### src/rtl/fmmu_sched.sv
// Walks one logical sub-datagram across all FMMU channels, one bus transfer per overlapping channel.
// Optional per-channel enable input when FMMU_CH_ENABLE_EN is defined.
module fmmu_sched #(
  parameter int NCH = 4
) (
  input  logic              clk,
  input  logic              RSTN,
  input  logic [31:0]       sub_address,
  input  logic [7:0]        sub_len,
  input  logic              subdv,
  input  logic [32*NCH-1:0] cfg_log_start,
  input  logic [8*NCH-1:0]  cfg_log_len,
  input  logic [16*NCH-1:0] cfg_phy_start,
`ifdef FMMU_CH_ENABLE_EN
  input  logic [NCH-1:0]    cfg_ch_en,
`endif
  output logic              busy,
  output logic              bus_req,
  input  logic              bus_ack,
  output logic [15:0]       bus_address,
  output logic [7:0]        bus_len,
  output logic [7:0]        bus_offset,
  output logic [2:0]        bus_ch,
  output logic              done,
  output logic              hit
);

  typedef enum logic [1:0] {IDLE, CALC, ISSUE, DONE} state_t;

  state_t st, st_nxt;

  // Configuration is padded to 8 channels so the channel index can be a plain 3-bit select.
  logic [255:0] ls_pad, ls_q;
  logic [63:0]  ll_pad, ll_q;
  logic [127:0] ps_pad, ps_q;
  logic [31:0]  sub_addr_q;
  logic [7:0]   sub_len_q;
  logic [2:0]   ch_idx;
  logic         hit_q;
  logic         ch_on;

  always_comb begin
    ls_pad = '0;
    ll_pad = '0;
    ps_pad = '0;
    ls_pad[32*NCH-1:0] = cfg_log_start;
    ll_pad[8*NCH-1:0]  = cfg_log_len;
    ps_pad[16*NCH-1:0] = cfg_phy_start;
  end

`ifdef FMMU_CH_ENABLE_EN
  logic [7:0] en_pad, en_q;
  always_comb begin
    en_pad = '0;
    en_pad[NCH-1:0] = cfg_ch_en;
  end
  assign ch_on = en_q[ch_idx];
`else
  assign ch_on = 1'b1;
`endif

  logic [31:0] cur_ls;
  logic [7:0]  cur_ll;
  logic [15:0] cur_ps;
  logic [32:0] sa, se, la, le, s_max, e_min;
  logic        map, last;

  assign cur_ls = ls_q[{ch_idx, 5'd0} +: 32];
  assign cur_ll = ll_q[{ch_idx, 3'd0} +: 8];
  assign cur_ps = ps_q[{ch_idx, 4'd0} +: 16];

  // 33-bit math so windows ending exactly at 2^32 still compare correctly.
  assign sa    = {1'b0, sub_addr_q};
  assign se    = sa + {25'd0, sub_len_q};
  assign la    = {1'b0, cur_ls};
  assign le    = la + {25'd0, cur_ll};
  assign s_max = (sa > la) ? sa : la;
  assign e_min = (se < le) ? se : le;
  assign map   = (e_min > s_max) && ch_on;
  assign last  = (ch_idx == 3'(NCH-1));

  always_ff @(posedge clk or negedge RSTN) begin
    if (!RSTN) st <= IDLE;
    else       st <= st_nxt;
  end

  always_comb begin
    st_nxt = st;
    case (st)
      IDLE:  if (subdv) st_nxt = CALC;
      CALC:  if (map) st_nxt = ISSUE;
             else if (last) st_nxt = DONE;
      ISSUE: if (bus_ack) st_nxt = last ? DONE : CALC;
      DONE:  st_nxt = IDLE;
      default: st_nxt = IDLE;
    endcase
  end

  always_ff @(posedge clk or negedge RSTN) begin
    if (!RSTN) begin
      ls_q        <= '0;
      ll_q        <= '0;
      ps_q        <= '0;
      sub_addr_q  <= '0;
      sub_len_q   <= '0;
      ch_idx      <= '0;
      hit_q       <= 1'b0;
      bus_address <= '0;
      bus_len     <= '0;
      bus_offset  <= '0;
      bus_ch      <= '0;
`ifdef FMMU_CH_ENABLE_EN
      en_q        <= '0;
`endif
    end else begin
      case (st)
        IDLE: if (subdv) begin
          ls_q       <= ls_pad;
          ll_q       <= ll_pad;
          ps_q       <= ps_pad;
          sub_addr_q <= sub_address;
          sub_len_q  <= sub_len;
          ch_idx     <= '0;
          hit_q      <= 1'b0;
`ifdef FMMU_CH_ENABLE_EN
          en_q       <= en_pad;
`endif
        end
        CALC: if (map) begin
          bus_address <= cur_ps + 16'(s_max - la);
          bus_len     <= 8'(e_min - s_max);
          bus_offset  <= 8'(s_max - sa);
          bus_ch      <= ch_idx;
          hit_q       <= 1'b1;
        end else if (!last) begin
          ch_idx <= ch_idx + 3'd1;
        end
        ISSUE: if (bus_ack && !last) ch_idx <= ch_idx + 3'd1;
        default: ;
      endcase
    end
  end

  assign busy    = (st != IDLE);
  assign bus_req = (st == ISSUE);
  assign done    = (st == DONE);
  assign hit     = (st == DONE) && hit_q;

endmodule

### config.mk
export PLATFORM = sky130hd
export DESIGN_NAME = fmmu_sched
export DESIGN_NICKNAME = d
export VERILOG_FILES = /design/src/rtl/fmmu_sched.sv
export SDC_FILE = /design/constraint.sdc
export NUM_CORES = 1
export LEC_CHECK = 0
export ABC_AREA = 1
export BUFFER_PORTS_ARGS = -buffer_cell sky130_fd_sc_hd__buf_2
export CAP_MARGIN = 20
export CORE_UTILIZATION = 55
export CTS_CLUSTER_DIAMETER = 100
export DETAILED_ROUTE_END_ITERATION = 8
export PLACE_DENSITY = 0.83
export RECOVER_POWER = 100
export SLEW_MARGIN = 10
export SYNTH_ARGS = -nofsm -noshare
export SYNTH_HDL_FRONTEND = slang
export SYNTH_SLANG_ARGS = --single-unit
### constraint.sdc
create_clock -name clk -period 9.7 [get_ports clk]
set_clock_uncertainty 0.15 [all_clocks]
set_input_delay 0.485 -clock clk [delete_from_list [all_inputs] [get_ports clk]]
set_output_delay 0.485 -clock clk [all_outputs]
set_load 0.01 [all_outputs]
Word-level counts from Yosys, hierarchy flattened
Cells that the tools add are included.
{"block": "totals", "regBits": 305, "inputBits": 268, "out_inout_bits": 39, "elab_cells": 64}
{"block": "classes", "addsub": 7, "n_lt_le_gt_ge": 3, "n_eq_ne": 11, "shift": 3, "n_mux": 16, "n_reduce_logical": 12}
{"op": "$shiftx 256x9->32", "count": 1}
{"op": "$shiftx 128x8->16", "count": 1}
{"op": "$add 32x8->33", "count": 2}
{"op": "$shiftx 64x7->8", "count": 1}
{"op": "$gt 33x32->1", "count": 1}
{"op": "$lt 33x33->1", "count": 1}
{"op": "$mux 33", "count": 1}
{"op": "$gt 32x32->1", "count": 1}
{"op": "$mux 32", "count": 1}
{"op": "$add 16x16->16", "count": 1}
{"op": "$sub 16x16->16", "count": 1}
{"op": "$sub 8x8->8", "count": 2}
{"op": "$mux 3", "count": 4}
{"op": "$mux 2", "count": 5}
{"op": "$pmux 3 s3", "count": 1}
{"op": "$ne 2x2->1 const B", "count": 4}
{"op": "$pmux 2 s4", "count": 1}
{"op": "$reduce_and 3->1", "count": 2}
{"op": "$reduce_and 5->1", "count": 1}
{"op": "$eq 2x2->1 const B", "count": 2}
{"op": "$ne 2x1->1 const B", "count": 2}
{"op": "$reduce_and 2->1", "count": 2}
{"op": "$reduce_bool 2->1", "count": 2}
{"op": "$add 3x1->3 const B", "count": 1}
{"op": "9 further kinds", "count": 11}

Logic depth before layout (Yosys ltp)
{"block": "depth", "ltp_word": 7, "depth_mapped": 61, "depth_no_buf": 53}

Least setup slack after synthesis
OpenSTA, ideal clock, no wires.
{"block": "synth_path", "path_kind": "reg2reg", "startpoint": "register ch_idx[0]", "endpoint": "register bus_ch[0]", "setup_ns": 0.129, "arrival_ns": 7.156, "required_ns": 9.421, "slack_ns": 2.265, "stages_incl_launch_ff": 58, "path_buffers": 8, "period_less_slack_ns": 7.435, "cell_sequence": "dfrtp_1 buf_6 inv_6 buf_8 buf_4 clkbuf_1 clkbuf_1 clkbuf_1 o21ai_0 a21oi_1 ha_1 inv_1 fa_1 nand3b_1 nand2_1 inv_1 o21ai_0 nand2_2 (+22 left out) nand2_1 nor3_1 nor2_1 nand2_1 nand2_1 nand2_1 nand2_1 nand2_1 nand2_1 nand2_1 nand2_1 nand2_1 nand2_1 nand2_2 nand2_4 buf_2 nand2_1 o21ai_1"}
{"block": "synth_between", "elab_chain_cells": 6, "word_cells_on_any_way": 9, "cone_classes": "1 x add/sub; 3 x order compare; 2 x shift; 2 x mux; 1 x reduce/logical"}
{"element": "start: declaration", "line": "38", "rtl": "logic [2:0] ch_idx;"}
{"element": "start signal: assignment", "line": "136", "rtl": "ch_idx <= ch_idx + 3'd1;"}
{"element": "start signal: assignment", "line": "138", "rtl": "ISSUE: if (bus_ack && !last) ch_idx <= ch_idx + 3'd1;"}
{"element": "$shiftx 256x9->32 or $shiftx 64x7->8 (tied branches)", "line": "68, 69"}
{"element": "$add 32x8->33", "line": "76", "rtl": "assign le = la + {25'd0, cur_ll};"}
{"element": "$lt 33x33->1", "line": "78", "rtl": "assign e_min = (se < le) ? se : le;"}
{"element": "$mux 33", "line": "78"}
{"element": "$gt 33x32->1", "line": "79", "rtl": "assign map = (e_min > s_max) && ch_on;"}
{"element": "$reduce_and 2->1 (no line)"}
{"element": "end signal: assignment", "line": "133", "rtl": "bus_ch <= ch_idx;"}
{"element": "end: declaration", "line": "23", "rtl": "output logic [2:0] bus_ch,"}
Several ways; a longest one is shown, not always the timed one.
A chain may end at the register's enable or synchronous reset.

Worst setup path after layout
{"block": "layout_path", "startpoint": "register ch_idx[0]", "endpoint": "register bus_len[5]"}
{"block": "layout_between", "elab_chain_cells": 6, "word_cells_on_any_way": 10, "cone_classes": "2 x add/sub; 3 x order compare; 2 x shift; 2 x mux; 1 x reduce/logical"}
{"element": "$shiftx 256x9->32 or $shiftx 64x7->8 (tied branches)", "line": "68, 69"}
{"element": "$add 32x8->33", "line": "76"}
{"element": "$lt 33x33->1", "line": "78"}
{"element": "$mux 33", "line": "78"}
{"element": "$gt 33x32->1", "line": "79"}
{"element": "$reduce_and 2->1 (no line)"}
{"element": "end signal: assignment", "line": "131", "rtl": "bus_len <= 8'(e_min - s_max);"}
{"element": "end: declaration", "line": "21", "rtl": "output logic [7:0] bus_len,"}
Several ways; a longest one is shown, not always the timed one.

==> impl_summary.log <==
[metrics] adder-cell area share of the yosys netlist: ~11%
[metrics] simple-gate area share of the yosys netlist: 16.5%
[metrics] largest fanout on the critical path: 48
[metrics] TritonCTS clock tree: done
[metrics] Synth Area in XOR/XNOR: ~3.7%
[metrics] Fmax achieved: 112 MHz
[metrics] Multi-input gate area: around 11000 µm²
[metrics] Final Cycle Share: between 90% and 100%
[metrics] final global-route overflow total: 0
[metrics] YS warnings: 0
[metrics] drt initial violations: 1488
[metrics] first-pass GRT wire length: approximately 95 mm
[metrics] initial antenna violation count: 10
[metrics] Fin Setup TNS: 0 ps
[metrics] Fill cells: between 2000 and 3000
[metrics] share of the synthesized area in compound gates (AO/OA/AOI/OAI): between 10 and 15%
[metrics] via total after detailed routing: approximately 18000
[metrics] WL final: a little over 60 mm
[metrics] Net count, final: 2962
[metrics] required time of the critical path: 9960 ps
[metrics] Cell variety after synth: ~50
[metrics] Die Area: about 36000 µm²
[metrics] count of endpoints failing setup in the final report: 0
[metrics] cell area after placement: around 21000 µm²
[metrics] class of the most critical setup path: reg -> reg
[metrics] TritonCTS buffer count: 34
[metrics] number of synthesized register bits: between 300 and 400
[metrics] number of flops mapped to enable cells by yosys: 0
[metrics] top flip-flop cell by instance count after synthesis: sky130_fd_sc_hd__dfrtp_1
[metrics] delay of the slowest cell on the worst path: between 600 and 700 ps
[metrics] total nets after synthesis: approximately 2600
[metrics] via count of the first global-routing pass: around 18000
[metrics] Max clock buf depth: 3
[metrics] clock root cell: sky130_fd_sc_hd__clkbuf_16
[metrics] Seq. cell area: ~7600 µm²
[metrics] Core ar.: 34800 µm²
[metrics] post-synthesis to final-layout area growth: 19.0%
[metrics] H-tree depth reported by CTS: 2
[metrics] worst slew margin relative to its limit: -337%
[metrics] sequential element share of the synthesized area: 38.9%
[metrics] number of hold violations in the final report: 0
[metrics] Final Wtd Congestion: between 0.9 and 1
[metrics] share of flip-flops with an asynchronous set or reset: between 90% and 100%
[metrics] routed length per instance: roughly 20 µm
[metrics] commonest cells after routing, fill and taps aside: sky130_fd_sc_hd__nand2_1, sky130_fd_sc_hd__dfrtp_1, sky130_fd_sc_hd__buf_2
[metrics] run status: finished, violations left
[metrics] RSZ-0062 raised after global routing: false
[metrics] Total Routing Usage GR: 34.0%
[metrics] Detailed Routing Iterations Pass 1: 5
[metrics] cell repeated most along the worst path: sky130_fd_sc_hd__nand2_1
[metrics] MaxCap Viol Count: 5
[metrics] number of top-level pins: between 300 and 400
[metrics] violations in the final reports: max-capacitance violations, max-slew violations
[metrics] element type at the critical path start: flop
[metrics] Starting Density: 56.3%
[metrics] insertion delay to the later sink of the worst-skew pair: 570 ps
[metrics] final instance area: approximately 23000 µm²
[metrics] synthesized area divided by synthesized cell count: between 8 and 9 µm²
[metrics] die outline width: between 150 and 200 µm
[metrics] mux share of post-synthesis cell area: approximately 14%
[metrics] Die Span Y: ~190 µm
[metrics] Slew Viols, Final: approximately 420
[metrics] slowest stage cell on the critical path: sky130_fd_sc_hd__dfrtp_4
[metrics] transition at the pin with the smallest max-transition slack: between 6000 and 7000 ps
[metrics] Clk pin slew, worst setup/hold paths: around 60 ps
[metrics] Row Count: between 60 and 70
[metrics] Cell Area, Synth: a little under 20000 µm²
[metrics] half-perimeter wire length after detailed placement: approximately 44 mm
[metrics] worst min-delay path category: in -> reg
[metrics] per-cell via count in the routed design: between 5 and 6
[metrics] DR DRC count: 0
[metrics] min Tclk post-route: ~9000 ps
[metrics] Worst EP arrival: about 9000 ps
[metrics] sink count of the clock tree: about 310
[metrics] largest net degree at the start of global routing: ~180
[metrics] CP endpoint kind: flop
[metrics] combinational family with the most area after synthesis: simple AND/OR/NAND/NOR gates
[metrics] synthesized instance count: 2191
[metrics] fraction of layout cells with a size suffix above 1: between 20% and 30%
[metrics] total of buffers placed on input and output ports: 306
[metrics] most common cell after layout, fill and taps aside: sky130_fd_sc_hd__nand2_1
[metrics] residual antenna-violating net count after detailed routing: 0
critical path, delay by kind of cell, from the launching register on:
family	cells	cell delay (ps)
and+or+nand+nor	34	3750
AOI/OAI and AO/OA	6	1190
adders and majority gates	4	1250
DFF	1	660
buffers and inverters	8	1530
xor gates and xnor gates	1	150
state kept, by name, summed over array words and instances, names as in the netlist:
signal / cells
st: 2
hit_q: 1
sub_len_q: 8
bus_len: 8
ch_idx: 3
bus_ch: 3
sub_addr_q: 32
ls_q: 128
ll_q: 32
bus_address: 16
bus_offset: 8
ps_q: 64
layout make-up:
type / count / area share [%]
Antenna cell: 7 / 0.0751
Clock buffer: 41 / 3.89
Clock inverter: 18 / 1.49
Inverter: 184 / 2.98
Multi-Input combinational cell: 1608 / 46.1
Sequential cell: 305 / 32.8
Tap cell: 455 / 2.44
Timing Repair Buffer: 401 / 10.2
final timing paths:
check / start / endpoint / slack [ps] / cells after the start
max: ch_idx[0] / bus_len[5] / 810 / 53
min: cfg_log_start[67] / ls_q[67] / 10 / 2
max reg2reg: ch_idx[0] / bus_len[5] / 810 / 53
min reg2reg: bus_len[3] / bus_len[3] / 330 / 2
max in group asynchronous: RSTN / ps_q[30] / 2910 / 2
min in group asynchronous: RSTN / ls_q[19] / 2790 / 2
per-stage QoR:
stage	instances	hold WS, ps	utilization (%)	setup WS [ps]
after floorplan	2191	39.4	-	2270
after global placement	2877	317	61.4	953
after global routing	3019	11.0	67.0	53.8
after CTS	3011	0.108	67.2	553
after detailed placement	2877	328	61.4	607
final	3019	13.6	67.0	806
synth_stat cells, types with 2 or more instances:
library cell / instances / area [µm²]
sky130_fd_sc_hd__nor2_1: 211 / 792
sky130_fd_sc_hd__clkbuf_1: 60 / 225
sky130_fd_sc_hd__nand4_1: 19 / 119
sky130_fd_sc_hd__a21o_1: 6 / 45.0
sky130_fd_sc_hd__buf_2: 10 / 50.1
sky130_fd_sc_hd__nand2_1: 382 / 1430
sky130_fd_sc_hd__buf_6: 14 / 158
sky130_fd_sc_hd__o22ai_1: 19 / 119
sky130_fd_sc_hd__dfrtp_1: 305 / 7630
sky130_fd_sc_hd__inv_1: 177 / 664
sky130_fd_sc_hd__buf_1: 3 / 11.3
sky130_fd_sc_hd__nand2_2: 8 / 50.1
sky130_fd_sc_hd__buf_8: 2 / 30.0
sky130_fd_sc_hd__nor3_1: 19 / 95.1
sky130_fd_sc_hd__fa_1: 19 / 380
sky130_fd_sc_hd__nand3b_1: 7 / 52.6
sky130_fd_sc_hd__o211ai_1: 2 / 15.0
sky130_fd_sc_hd__buf_4: 5 / 37.5
sky130_fd_sc_hd__a31oi_1: 2 / 12.5
sky130_fd_sc_hd__o21ai_1: 53 / 265
sky130_fd_sc_hd__nand3_2: 13 / 130
sky130_fd_sc_hd__nor4_1: 12 / 75.1
sky130_fd_sc_hd__nand2_4: 2 / 22.5
sky130_fd_sc_hd__xnor2_1: 16 / 140
sky130_fd_sc_hd__nor2_2: 5 / 31.3
sky130_fd_sc_hd__and3_1: 2 / 12.5
sky130_fd_sc_hd__mux2_2: 239 / 2690
sky130_fd_sc_hd__nor2_4: 3 / 33.8
sky130_fd_sc_hd__ha_1: 141 / 1760
sky130_fd_sc_hd__xor2_1: 65 / 569
sky130_fd_sc_hd__o21ai_0: 151 / 756
sky130_fd_sc_hd__o21a_1: 6 / 45.0
sky130_fd_sc_hd__a21oi_1: 121 / 606
sky130_fd_sc_hd__inv_2: 6 / 22.5
sky130_fd_sc_hd__nand3_1: 71 / 355
sky130_fd_sc_hd__a211oi_1: 2 / 15.0
cell families after synthesis:
| group | count (synthesis) |
|---|---|
| simple gates | 757 |
| compound gates | 370 |
| flops | 305 |
| buf+inv | 278 |
| mux | 239 |
| fa+ha+maj | 160 |
| xor+xnor | 82 |
routing by layer:
metal  routed length (µm)  share of wire, %  track usage, %  vias to the layer above
met5                   32             0.052               0                        -
met4                 2720               4.4            16.3                        6
met3                 5130               8.3            7.88                      208
met2                28500                46            53.8                      825
met1                25100                41            43.9                     8474
li1                     -                 -               -                     8054
repair_timing:
item | in CTS | in global routing
setup buffers | 0 | 0
resized for setup | 0 | 4
hold endpoints to repair | 196 | 0
hold buffers | 75 | 0
endpoints found under the setup margin | 0 | 38
Power is left out: the tool's default activity adds up to more than one toggle a clock period on the data nets, which glitch-free logic cannot reach.
